`src/rtl/stoplight_rounds.sv`:
```
// stoplight_rounds: multi-round stop-the-light puzzle for the bomb defusal game.
// A single lit LED bounces across an NUM_LIGHTS bar graph. The player must
// release the stop button while the light sits on the target index. Each
// round draws a random version that selects the target, and every round
// the light moves faster. The module defuses after ROUNDS correct stops.
//
// Ports:
//   clock_65mhz    in   system clock, all logic on posedge
//   reset          in   asynchronous active-high reset
//   enable         in   module active; low freezes state, counters, outputs
//   button_stop    in   debounced, synchronised stop button (1 = pressed)
//   rng_output     in   shared RNG value, valid the cycle after rng_enable
//   step_enable    in   single-cycle timebase strobe
//   strike         out  one-cycle pulse on a wrong stop
//   module_defused out  sticky high once ROUNDS correct stops are made
//   version        out  version of the current round
//   rng_enable     out  one-cycle RNG request
//   round          out  correct stops completed so far
//   bar            out  bar-graph drive, bar[NUM_LIGHTS-1-index] = lit light
//
// Configuration macro: STOPLIGHT_STRIKE_RESTART_EN
//   defined   : a wrong stop clears round and the penalty exit draws a new version
//   undefined : round is kept and the penalty exit resumes with the same target

module stoplight_rounds #(
  parameter int unsigned NUM_LIGHTS    = 10,
  parameter int unsigned ROUNDS        = 3,
  parameter int unsigned STEP_DIV      = 4,
  parameter int unsigned PENALTY_TICKS = 2,
  parameter int unsigned TARGET_A      = 5,
  parameter int unsigned TARGET_B      = 8,
  parameter int unsigned TARGET_C      = 3,
  parameter int unsigned TARGET_D      = 0
) (
  input  logic                  clock_65mhz,
  input  logic                  reset,
  input  logic                  enable,
  input  logic                  button_stop,
  input  logic [3:0]            rng_output,
  input  logic                  step_enable,
  output logic                  strike,
  output logic                  module_defused,
  output logic [1:0]            version,
  output logic                  rng_enable,
  output logic [2:0]            round,
  output logic [NUM_LIGHTS-1:0] bar
);

  localparam int unsigned IDX_W = $clog2(NUM_LIGHTS);
  localparam int unsigned CNT_W = 4;
  localparam logic [IDX_W-1:0] IDX_LAST = IDX_W'(NUM_LIGHTS - 1);
  localparam logic [IDX_W-1:0] IDX_MID  = IDX_W'(NUM_LIGHTS / 2);
  localparam logic [CNT_W-1:0] STEP_DIV_C = CNT_W'(STEP_DIV);
  localparam logic [CNT_W-1:0] PEN_TICKS_C = CNT_W'(PENALTY_TICKS);
  localparam logic [2:0] ROUNDS_C = 3'(ROUNDS);

  typedef enum logic [2:0] {
    ST_DRAW,
    ST_SAMPLE,
    ST_MOVING,
    ST_HELD,
    ST_PENALTY,
    ST_DONE
  } state_t;

  state_t           state_q, state_d;
  logic [IDX_W-1:0] index_q, index_d;
  logic             dir_right_q, dir_right_d;
  logic [CNT_W-1:0] divider_q, divider_d;
  logic [CNT_W-1:0] pen_q, pen_d;
  logic [IDX_W-1:0] target_q, target_d;
  logic [1:0]       version_d;
  logic [2:0]       round_d;
  logic             strike_d;
  logic             rng_enable_d;
  logic             defused_d;
  logic             btn_q;

  logic             press;
  logic [CNT_W-1:0] div_shifted;
  logic [CNT_W-1:0] div_lim;
  logic [IDX_W-1:0] next_index;
  logic [2:0]       round_inc;
  logic             unused_rng;

  // Only the low two RNG bits select a version.
  assign unused_rng = ^rng_output[3:2];

  function automatic logic [IDX_W-1:0] target_for(input logic [1:0] v);
    case (v)
      2'd0:    target_for = IDX_W'(TARGET_A);
      2'd1:    target_for = IDX_W'(TARGET_B);
      2'd2:    target_for = IDX_W'(TARGET_C);
      default: target_for = IDX_W'(TARGET_D);
    endcase
  endfunction

  // Move period shrinks by half each round, never below one tick.
  always_comb begin
    div_shifted = STEP_DIV_C >> round;
    div_lim     = (div_shifted > CNT_W'(1)) ? div_shifted - CNT_W'(1) : '0;
  end

  assign press      = button_stop & ~btn_q;
  assign next_index = dir_right_q ? index_q + IDX_W'(1) : index_q - IDX_W'(1);
  assign round_inc  = round + 3'd1;

  // Next-state and next-output logic.
  always_comb begin
    state_d      = state_q;
    index_d      = index_q;
    dir_right_d  = dir_right_q;
    divider_d    = divider_q;
    pen_d        = pen_q;
    target_d     = target_q;
    version_d    = version;
    round_d      = round;
    defused_d    = module_defused;
    strike_d     = 1'b0;
    rng_enable_d = 1'b0;

    if (enable) begin
      case (state_q)
        ST_DRAW: begin
          rng_enable_d = 1'b1;
          state_d      = ST_SAMPLE;
        end

        // rng_enable is high during the first SAMPLE cycle; the RNG value is
        // valid one cycle later, so latch only once the request has dropped.
        ST_SAMPLE: begin
          if (!rng_enable) begin
            version_d = rng_output[1:0];
            target_d  = target_for(rng_output[1:0]);
            divider_d = '0;
            state_d   = ST_MOVING;
          end
        end

        ST_MOVING: begin
          if (press) begin
            state_d = ST_HELD;
          end else if (step_enable) begin
            if (divider_q == div_lim) begin
              divider_d = '0;
              index_d   = next_index;
              // Flip on arrival so each end light is shown for one period only.
              if (next_index == IDX_LAST) begin
                dir_right_d = 1'b0;
              end else if (next_index == '0) begin
                dir_right_d = 1'b1;
              end
            end else begin
              divider_d = divider_q + CNT_W'(1);
            end
          end
        end

        ST_HELD: begin
          if (!button_stop) begin
            if (index_q == target_q) begin
              round_d = round_inc;
              if (round_inc == ROUNDS_C) begin
                defused_d = 1'b1;
                state_d   = ST_DONE;
              end else begin
                state_d = ST_DRAW;
              end
            end else begin
              strike_d = 1'b1;
              pen_d    = '0;
              state_d  = ST_PENALTY;
`ifdef STOPLIGHT_STRIKE_RESTART_EN
              round_d  = '0;
`endif
            end
          end
        end

        ST_PENALTY: begin
          if (step_enable && (pen_q < PEN_TICKS_C)) begin
            pen_d = pen_q + CNT_W'(1);
          end
          if ((pen_q >= PEN_TICKS_C) && !button_stop) begin
            divider_d = '0;
`ifdef STOPLIGHT_STRIKE_RESTART_EN
            state_d   = ST_DRAW;
`else
            state_d   = ST_MOVING;
`endif
          end
        end

        ST_DONE: begin
          state_d = ST_DONE;
        end

        default: begin
          state_d = ST_DRAW;
        end
      endcase
    end
  end

  // State and output registers.
  always_ff @(posedge clock_65mhz or posedge reset) begin
    if (reset) begin
      state_q        <= ST_DRAW;
      index_q        <= IDX_MID;
      dir_right_q    <= 1'b1;
      divider_q      <= '0;
      pen_q          <= '0;
      target_q       <= '0;
      version        <= '0;
      round          <= '0;
      strike         <= 1'b0;
      rng_enable     <= 1'b0;
      module_defused <= 1'b0;
      btn_q          <= 1'b0;
    end else begin
      state_q        <= state_d;
      index_q        <= index_d;
      dir_right_q    <= dir_right_d;
      divider_q      <= divider_d;
      pen_q          <= pen_d;
      target_q       <= target_d;
      version        <= version_d;
      round          <= round_d;
      strike         <= strike_d;
      rng_enable     <= rng_enable_d;
      module_defused <= defused_d;
      // Tracks even while disabled so a press made then is not a later edge.
      btn_q          <= button_stop;
    end
  end

  // Bar decode from registered index and state.
  always_comb begin
    bar = '0;
    if (state_q == ST_PENALTY) begin
      bar = '1;
    end else begin
      bar[IDX_W'(IDX_LAST - index_q)] = 1'b1;
    end
  end

endmodule

```
`config.mk`:
```
export PLATFORM = sky130hd
export DESIGN_NAME = stoplight_rounds
export DESIGN_NICKNAME = d
export VERILOG_FILES = /design/src/rtl/stoplight_rounds.sv
export SDC_FILE = /design/constraint.sdc
export NUM_CORES = 1
export LEC_CHECK = 0
export CAP_MARGIN = 0
export CORE_ASPECT_RATIO = 1.25
export CORE_UTILIZATION = 54
export DETAILED_ROUTE_END_ITERATION = 12
export PLACE_DENSITY = 0.82
export RECOVER_POWER = 50
export REMOVE_ABC_BUFFERS = 1
export SKIP_CTS_REPAIR_TIMING = 1
export SYNTH_ARGS = -nofsm -noshare
export SYNTH_HDL_FRONTEND = slang
export SYNTH_SLANG_ARGS = --single-unit
```
`constraint.sdc`:
```
create_clock -name clock_65mhz -period 2.9 [get_ports clock_65mhz]
set_input_delay 0.58 -clock clock_65mhz [delete_from_list [all_inputs] [get_ports clock_65mhz]]
set_output_delay 0.58 -clock clock_65mhz [all_outputs]
set_load 0.005 [all_outputs]
```
; Yosys cells after proc, flatten, opt, wreduce, memory -nomap -nowiden
; Cells that the tools add are included.
[word_totals]
register_bits = 29
latchBits = 0
mem_bits_rw = 0
rom_bits = 0
input_bits = 9
memories = 0
[op_classes]
add_sub_neg = 7
multipliers = 0
div = 0
magnitude_cmp = 5
eq_ne = 19
shift = 1
n_mux = 31
n_bitwise = 5
reduce_logical = 18
[op_table]
columns = cell, n
row1 = $mux 4, 10
row2 = $pmux 4 s3, 2
row3 = $reduce_and 5->1, 4
row4 = $mux 3, 6
row5 = $pmux 3 s6, 1
row6 = $ne 2x2->1 const B, 8
row7 = $add 4x1->4 const B, 3
row8 = $reduce_and 6->1, 2
row9 = $mux 10, 1
row10 = $eq 3x2->1 const B, 3
row11 = $mux 1, 9
row12 = $eq 4x4->1, 2
row13 = $pmux 4 s2, 1
row14 = $sub 4x1->4 const B, 2
row15 = $eq 3x3->1 const B, 2
row16 = $lt 4x5->1 const B, 1
row17 = $demux 1 s4, 1
row18 = $eq 4x4->1 const B, 1
row19 = $ge 4x1->1 const B, 1
row20 = $ge 4x2->1 const B, 1
row21 = $gt 4x1->1 const B, 1
row22 = $logic_not 4->1, 1
row23 = $lt 4x2->1 const B, 1
row24 = $not 1->1, 4
row25 = other kinds (15), 18

; Longest topological paths before layout
; Gate-level depths: netlist of the first run.
[depth]
ltp_word = 8
ltp_mapped = 11
depth_no_buf = 11

; Worst setup path before layout of the first run
; No wires, ideal clock.
[synth_path]
kind = register to register
from = register round[0]
to = register index_q[1]
setup_ns = 0.128
t_arrival_ns = 2.375
setup_slack_ns = 0.398
path_stages_with_launch = 11
n_path_buf = 0
synth_period_minus_slack_ns = 2.502
cell_sequence = dfrtp_1 -> inv_1 -> ha_1 -> nand2b_1 -> ha_1 -> ha_1 -> a211oi_1 -> xnor2_1 -> nand4_2 -> nor2_2 -> mux2_1
[synth_via]
elab_chain_len = 5
[synth_lines]
columns = element, line_no
row1 = "start, declared", 45  ; output logic [2:0] round,
row2 = "start signal, assigned", 228  ; round <= round_d;
row3 = $shr 3x3->4 (*), 100  ; div_shifted = STEP_DIV_C >> round;
row4 = $sub 4x1->4 or $gt 4x1->1 (tied branches), 101  ; div_lim = (div_shifted > CNT_W'(1)) ? div_shifted - CNT_W'(1) : '0;
row5 = $mux 4 (*), 101
row6 = $eq 4x4->1 (*), 144  ; if (divider_q == div_lim) begin
row7 = $reduce_and 5->1 (no source line) (*), --
row8 = "end signal, assigned", 222  ; index_q <= index_d;
row9 = "end, declared", 67  ; logic [IDX_W-1:0] index_q, index_d;
; Every way passes the cells marked *; elsewhere a longest branch is shown, timed or not.
; A chain may end at the register's enable or synchronous reset.

; Worst setup path after layout of the first run
[layout_path]
from = register index_q[2]
to = output port bar[5]
[layout_via]
elab_chain_len = 6
[layout_lines]
columns = element, line_no
row1 = $sub 4x4->4 (*), 243  ; bar[IDX_W'(IDX_LAST - index_q)] = 1'b1;
row2 = $lt 4x5->1 (not written as such) or $ge 4x1->1 (tied branches), 243
row3 = $logic_and 1x1->1 (not written as such), 243
row4 = $mux 1 (not written as such), 243
row5 = $demux 1 s4 (*), 243
row6 = $mux 10 (*), 240  ; if (state_q == ST_PENALTY) begin
row7 = "end, declared", 46  ; output logic [NUM_LIGHTS-1:0] bar
; Marked as above.

==> metrics.sh, run 1 <==
CLK_TRANSITION_REPORTED_PATHS_NS=0.06
CP_MAX_FO=4
GRT_PASS1_WL_MM=6.96
POST-ROUTE-MIN-PERIOD_NS=2.90
DIEAREA_UM2=3800
YOSYS_REGISTER_BITS=29
GP_CONGESTION=0.918
MAX_CLOCK_FREQ_MHz=345
SEQ_AREA_UM2=729
POSTSYNTHAREAPERCELL_UM2=9.79
ROUTED_VIA_COUNT=1528
STARTPOINT_TYPE='flip-flop'
SYNTH_AREA_LEADERS='sky130_fd_sc_hd__dfrtp_1 (34%), sky130_fd_sc_hd__ha_1 (9.8%), sky130_fd_sc_hd__xnor2_1 (5.9%), sky130_fd_sc_hd__dfstp_2 (4.1%), sky130_fd_sc_hd__nand2_1 (3.1%)'
CRITICAL_PATH.MAX_STAGE_DELAY_NS=0.56
SYN2LAYOUT_AREA_GROWTH_PCT=19.1
FINALWIRELENGTH_MM=4.07
MAX_SLEW.WORST_PIN.SLEW_NS=1.55
DRT_PASS1_ITERATIONS=5
CORE-AREA_UM2=3310
FLOORPLAN.IO_PINS=27
OVERALL_ROUTING_RESOURCE_USAGE_PCT=23.9
FINAL_CRITICAL_PATH_SHARE_OF_THE_CLOCK_PERIOD_PCT=99.9
VIOLATIONS='max-capacitance violations, max-slew violations'
DIODES=0
YS_SEQ_AREA_SHARE_PCT=38.0
SYNTH_FF_TYPE='sky130_fd_sc_hd__dfrtp_1'
SYN_INST=196
ARRIVAL_TIME_AT_THE_WORST_ENDPOINT_NS=2.32
AVGVIACOUNTPERCELL=5.92
FINAL_NETS=245
GRT_ANTENNA_BEFORE_REPAIR=0
SLEW_HEADROOM_PCT=-3.12
NUMBER_OF_BUFFERS_ADDED_BY_THE_CLOCK_TREE_SYNTHESIS_STEP=5
MAXIMUM_COUNT_OF_CLOCK_BUFFERS_ALONG_A_SINGLE_PATH=2
SETUP.WORST_PATH.END_CLASS='output port'
POWER.IR.VDD_WORST_uV=895
CLOCK_TREE.ROOT_CELL='sky130_fd_sc_hd__clkbuf_8'
MULTI_INPUT_COMBINATIONAL_CELL_AREA_UM2=1120
POWER.STATIC_LEAKAGE_uW=0.00103
YOSYS_WARNINGS=0
RRSETUPSLACK_NS=0.20
POST_SYNTH_EDFFS=0
FP-ROW-COUNT=23
NUMBER_OF_GLOBAL_ROUTE_VIAS_BEFORE_REPAIR=1558
HP-CLASS='reg -> reg'
DIE_Y_UM=68.7
CP_CELL_SEQUENCE='inv_1 -> ha_1 -> xnor2_2 -> nand2_1 -> o31ai_1 -> clkdlybuf4s50_1'
CTS_TREE='yes'
DR.FIRST_ITER.DRC_COUNT=30
REPORT.FINAL.SETUP_VIOL=0
FINAL_MAX_SLEW_VIOL_COUNT=30
FINAL_CELL_COUNT_NO_FILL=258
TOTAL_STANDARD_CELL_AREA_AFTER_SYNTHESIS_UM2=1920
PATH_BUF_INV=2
NUMBER_OF_BUFFERS_ADDED_ON_PORTS=24
FINCLKSKEW_NS=0.00439
FINAL_COUNT_OF_HOLD_TIMING_VIOLATIONS=0
STATUS='complete, but fails checks'
SETUP.WORST_PATH.CLASS='reg -> out'
FIN_WS_NS=0.00431
GLOBAL_ROUTE.OVERFLOW_TOTAL=0
GRT_START_MAX_NET_PINS=30
LAYOUT.FILLER_CELLS=251
CTS.SINKS=29
DRIVE_GT1_SHARE_PCT=12.7
NUMBER_OF_UNIQUE_STANDARD_CELL_TYPES_USED_BY_SYNTHESIS=51
POSTSYNTH.ASYNCRESETSHARE_PCT=100
WORSTSKEWPAIRLATENCY_NS=0.28
CTS_MAX_LEVEL=2
DRC_ERRORS=0
DIE_W_UM=55.3
MAX-CAP-VIOLATIONS=1
DPL_WORST_SLACK_NS=0.153
FLOORPLAN.INITIALDENSITY_PCT=58.0
ANTENNA_LEFT=0
POST_DRT_WL_PER_CELL_UM=15.8
HPWL_MM=3.07
PLACE_INST=250
YOSYSTOPAREACELLSHARE_PCT=33.9
CRITPATHTOPFAMILY='buffers and inverters'
CP_DATA_REQUIRED_TIME_NS=2.32
FINAL_CORE_UTIL_PCT=69.1
CRIT_SLOWEST_CELL='sky130_fd_sc_hd__dfstp_2'
POWER-PER-CELL-AREA_nW_PER_UM2=1070
YOSYS.AREA.TOP_TYPE='sky130_fd_sc_hd__dfrtp_1'
registers in the layout, summed over array words and instances, names as in the netlist, 2 cells and up:
| register | flops |
|---|---|
| version | 2 |
| divider_q | 4 |
| index_q | 4 |
| pen_q | 4 |
| target_q | 4 |
| state_q | 3 |
| round | 3 |
cell usage in the layout, fill, tap and decap left out, drive strengths merged, types with 2 or more instances in the layout:
master	instances
nand2	16
a41o	2
dfstp	3
a21o	3
xnor2	13
and2	3
mux2i	3
buf	2
mux2	5
o41ai	2
dlygate4sd3	8
nand2b	8
clkinv	2
o21ai	12
nand3	5
nand3b	3
o31ai	4
nor4	2
nor2	9
inv	13
o22ai	2
ha	15
a211oi	3
nand4	3
nor3b	3
clkbuf	7
dfrtp	26
clkdlybuf4s50	16
xor2	5
or3b	2
and3	2
a31oi	2
a21oi	5
nor3	2
layer usage:
layer | GRT usage [%] | routed length (um) | up-vias
met2 | 43.8 | 2220 | 29
met4 | 10.9 | 90 | 0
met1 | 27.1 | 1650 | 746
li1 | - | - | 743
met3 | 5.04 | 117 | 10
met5 | 0 | 0 | -
synthesized netlist by cell type, drive strengths merged, types with 2 or more instances:
cell,number
nor3,2
dfrtp,26
a211oi,3
nand4,3
or3b,2
o21ai,12
buf,7
a41o,2
xnor2,13
nand2b,8
o22ai,2
xor2,5
mux2,5
ha,15
and3,2
a21o,3
nand2,16
nor3b,3
dfstp,3
inv,13
o31ai,4
nor2,9
clkbuf,3
mux2i,3
nand3,5
and2,3
nor4,2
nand3b,3
a21oi,5
o41ai,2
a31oi,2
layout make-up:
type,count,share of cell area [%]
timing repair buffer,27,11.3
clock buffer,6,3.17
tap,37,2.03
clock inverter,2,0.438
sequential,29,31.9
multi-input combinational,144,49.0
inverter,13,2.13
power by group:
group	leakage [uW]	total (uW)	switching [uW]	internal [uW]
registers	0.000364	732	179	553
clock network	0.0000450	315	149	166
logic	0.000620	1410	714	691
total	0.00103	2450	1040	1410
worst paths after layout:
kind,start,end,cells past startpoint
max,index_q[2],bar[5],6
min,module_defused,module_defused,1
max reg2reg,round[0],index_q[1],11
min reg2reg,module_defused,module_defused,1
max in group asynchronous,reset,divider_q[2],3
min in group asynchronous,reset,state_q[2],3
metrics by stage:
stage               power (uW)  hold WS [ns]  setup TNS (ns)  area [um2]
finish                    2450         0.493               0        2290
global route              2650         0.512          -0.144        2290
CTS                       2420         0.511               0        2260
detailed placement        2100         0.495               0        2180
global placement          1990         0.455               0        2180
floorplan                 1610         0.463               0        1870
cell families (layout without fill, tap and decap cells):
kind of cell / after synthesis / in the layout / share of synthesized area, %
AO/OA/AOI/OAI: 42 / 42 / 14.8
XOR/XNOR: 18 / 18 / 8.21
adder cells (fa/ha/maj): 16 / 16 / 10.8
buffers and inverters: 23 / 48 / 4.95
flip-flops: 29 / 29 / 38.0
multiplexers: 8 / 8 / 4.89
AND/OR/NAND/NOR: 60 / 60 / 18.3
No activity file was read; power rests on OpenSTA's default activity.
==> run 2, diff against run 1 <==
--- a/config.mk
+++ b/config.mk
@@ -9,10 +9,12 @@
 export CORE_ASPECT_RATIO = 1.25
 export CORE_UTILIZATION = 54
 export DETAILED_ROUTE_END_ITERATION = 12
-export PLACE_DENSITY = 0.82
+export HOLD_SLACK_MARGIN = 0.15
+export PLACE_DENSITY = 0.83
 export RECOVER_POWER = 50
 export REMOVE_ABC_BUFFERS = 1
 export SKIP_CTS_REPAIR_TIMING = 1
+export SLEW_MARGIN = 20
 export SYNTH_ARGS = -nofsm -noshare
 export SYNTH_HDL_FRONTEND = slang
 export SYNTH_SLANG_ARGS = --single-unit
==> metrics.sh, run 2 (synthesis gave the netlist of run 1 again) <==
MAX_SLEW.WORST_PIN.SLEW_NS=1.55  # about the same
CTS_TREE='yes'  # unchanged
REPORT.FINAL.SETUP_VIOL=0  # unchanged
DIEAREA_UM2=3800  # unchanged
FINAL_COUNT_OF_HOLD_TIMING_VIOLATIONS=0  # unchanged
CTS_MAX_LEVEL=2  # unchanged
CLK_TRANSITION_REPORTED_PATHS_NS=0.06  # about the same
P_SEQ_SHARE_PCT=30.3  # was 29.9%
SETUP.WORST_PATH.CLASS='reg -> out'  # unchanged
ROUTED_VIA_COUNT=1551  # was 1528
SLEW_HEADROOM_PCT=-3.58  # was -3.12%
LAYOUT.CELLS.MOST_COMMON_LIST='sky130_fd_sc_hd__dfrtp_1 (26), sky130_fd_sc_hd__nand2_1 (16), sky130_fd_sc_hd__ha_1 (14), sky130_fd_sc_hd__clkdlybuf4s50_1 (14)'  # was sky130_fd_sc_hd__dfrtp_1 (26), sky130_fd_sc_hd__nand2_1 (16), sky130_fd_sc_hd__clkdlybuf4s50_1 (16), sky130_fd_sc_hd__ha_1 (14)
ARRIVAL_TIME_AT_THE_WORST_ENDPOINT_NS=2.22  # was 2.32 ns
NUMBER_OF_BUFFERS_ADDED_ON_PORTS=24  # unchanged
HPWL_MM=3.01  # was 3.07 mm
MAX-CAP-VIOLATIONS=1  # unchanged
POST_DRT_WL_PER_CELL_UM=15.7  # was 15.8 um
FINALWIRELENGTH_MM=4.08  # was 4.07 mm
STATUS='complete, but fails checks'  # unchanged
WORSTSKEWPAIRLATENCY_NS=0.29  # was 0.28 ns
FINAL_COMMON_CELL='sky130_fd_sc_hd__dfrtp_1'  # unchanged
NUMBER_OF_BUFFERS_ADDED_BY_THE_CLOCK_TREE_SYNTHESIS_STEP=5  # unchanged
ANTENNA_LEFT=0  # unchanged
FINAL_CORE_UTIL_PCT=69.1  # unchanged
SETUP.WORST_PATH.END_CLASS='output port'  # unchanged
POWER-PER-CELL-AREA_nW_PER_UM2=1060  # was 1070 nW/um2
GRT_PASS1_WL_MM=6.56  # was 6.96 mm
GP_CONGESTION=0.828  # was 0.918
WHS_NS=0.491  # was 0.493 ns
NET-SWITCHING-POWER_uW=1020  # was 1040 uW
VIOLATIONS='max-capacitance violations, max-slew violations'  # unchanged
SYN2LAYOUT_AREA_GROWTH_PCT=19.1  # unchanged
CLOCK_SHARE_OF_POWER_PCT=13.2  # was 12.8%
COMBPWRFRAC_PCT=56.5  # was 57.3%
FINAL_MAX_SLEW_VIOL_COUNT=30  # unchanged
DRIVE_GT1_SHARE_PCT=11.3  # was 12.7%
CLOCK_TREE.ROOT_CELL='sky130_fd_sc_hd__clkbuf_8'  # unchanged
POWER.STATIC_LEAKAGE_uW=0.00106  # was 0.00103 uW
DRT_PASS1_ITERATIONS=4  # was 5
DIE_Y_UM=68.7  # unchanged
FINAL_NETS=246  # was 245
POWER.IR.VDD_WORST_uV=762  # was 895 uV
FLOORPLAN.IO_PINS=27  # unchanged
GRT_START_MAX_NET_PINS=30  # unchanged
DR.FIRST_ITER.DRC_COUNT=43  # was 30
CP_DATA_REQUIRED_TIME_NS=2.32  # about the same
MAX_CLOCK_FREQ_MHz=358  # was 345 MHz
AVGVIACOUNTPERCELL=5.99  # was 5.92
OVERALL_ROUTING_RESOURCE_USAGE_PCT=22.7  # was 23.9%
STARTPOINT_TYPE='flip-flop'  # unchanged
P_SW_SHARE_PCT=42.0  # was 42.5%
MAXIMUM_COUNT_OF_CLOCK_BUFFERS_ALONG_A_SINGLE_PATH=2  # unchanged
DIE_W_UM=55.3  # unchanged
CP_MAX_FO=4  # unchanged
GRT_ANTENNA_BEFORE_REPAIR=0  # unchanged
LAYOUT.FILLER_CELLS=244  # was 251
FINAL_CRITICAL_PATH_SHARE_OF_THE_CLOCK_PERIOD_PCT=96.4  # was 99.9%
CELLINTERNALPOWER_uW=1400  # was 1410 uW
CTS.SINKS=29  # unchanged
FINCLKSKEW_NS=0.00693  # was 0.00439 ns
FLOORPLAN.INITIALDENSITY_PCT=58.0  # unchanged
CORE-AREA_UM2=3310  # unchanged
DIODES=0  # unchanged
FP-ROW-COUNT=23  # unchanged
HP-CLASS='reg -> reg'  # unchanged
GLOBAL_ROUTE.OVERFLOW_TOTAL=0  # unchanged
DRC_ERRORS=0  # unchanged
NUMBER_OF_GLOBAL_ROUTE_VIAS_BEFORE_REPAIR=1499  # was 1558
POST-ROUTE-MIN-PERIOD_NS=2.80  # was 2.90 ns
==> run 2: changes by cell type in the layout (fill, tap and decap cells not counted) <==
cell	before	now
sky130_fd_sc_hd__a211oi_1	1	3
sky130_fd_sc_hd__a211oi_2	2	0
sky130_fd_sc_hd__clkbuf_1	2	4
sky130_fd_sc_hd__clkdlybuf4s50_1	16	14
sky130_fd_sc_hd__clkinv_2	2	0
sky130_fd_sc_hd__dlymetal6s2s_1	0	2
sky130_fd_sc_hd__buf_4	2	3
sky130_fd_sc_hd__o21ai_0	7	8
sky130_fd_sc_hd__o21ai_1	5	4
==> run 2: layout make-up <==
| cell class | count | area (um2) | share of cell area, % |
|---|---|---|---|
| clock buffer | 8 | 80.1 | 3.50 |
| tap | 37 | 46.3 | 2.03 |
| inverter | 13 | 48.8 | 2.13 |
| sequential | 29 | 729 | 31.9 |
| multi-input combinational | 144 | 1110 | 48.5 |
| timing repair buffer | 28 | 272 | 11.9 |
==> run 2: final timing paths <==
kind | cells past startpoint | endpoint | slack (ns) | from
worst max-delay path | 6 | bar[8] | 0.10 | index_q[2]
worst min-delay path | 1 | module_defused | 0.49 | module_defused
worst max register to register | 10 | index_q[1] | 0.21 | round[0]
worst min register to register | 1 | module_defused | 0.49 | module_defused
max in group asynchronous | 3 | pen_q[2] | 0.72 | reset
min in group asynchronous | 3 | target_q[1] | 1.27 | reset
==> run 2: metrics by stage <==
stage	TNS, ns	std cells	setup slack (ns)	area, um2	power (uW)
after CTS	-0.0970	258	-0.0544	2260	2410
after global placement	0	250	0.281	2180	2000
after global routing	-0.0258	259	-0.0146	2290	2620
final	0	259	0.104	2290	2420
after floorplan	0	186	0.398	1870	1610
after detailed placement	0	250	0.186	2180	2090
==> run 2: power by group through the flow <==
stage / sequential [uW] / combinational [uW] / clock (uW)
floorplan: 703 / 908 / 0
global placement: 722 / 1280 / 0
detailed placement: 736 / 1350 / 0
CTS: 731 / 1360 / 325
global route: 754 / 1520 / 341
finish: 734 / 1370 / 319
==> run 2: layer usage <==
metal / vias up / part of all wire (%) / global-route usage [%]
met5: - / 0 / 0
met1: 768 / 40 / 24.7
li1: 740 / - / -
met2: 34 / 54 / 41.0
met4: 0 / 1.8 / 11.9
met3: 9 / 3.9 / 6.16
==> run 2: critical path: stages, from the launching register on <==
cell	delay (ns)
sky130_fd_sc_hd__dfstp_2	0.56
sky130_fd_sc_hd__inv_1	0.07
sky130_fd_sc_hd__ha_1	0.22
sky130_fd_sc_hd__xnor2_2	0.16
sky130_fd_sc_hd__buf_4	0.15
sky130_fd_sc_hd__o31ai_1	0.24
sky130_fd_sc_hd__clkdlybuf4s50_1	0.55
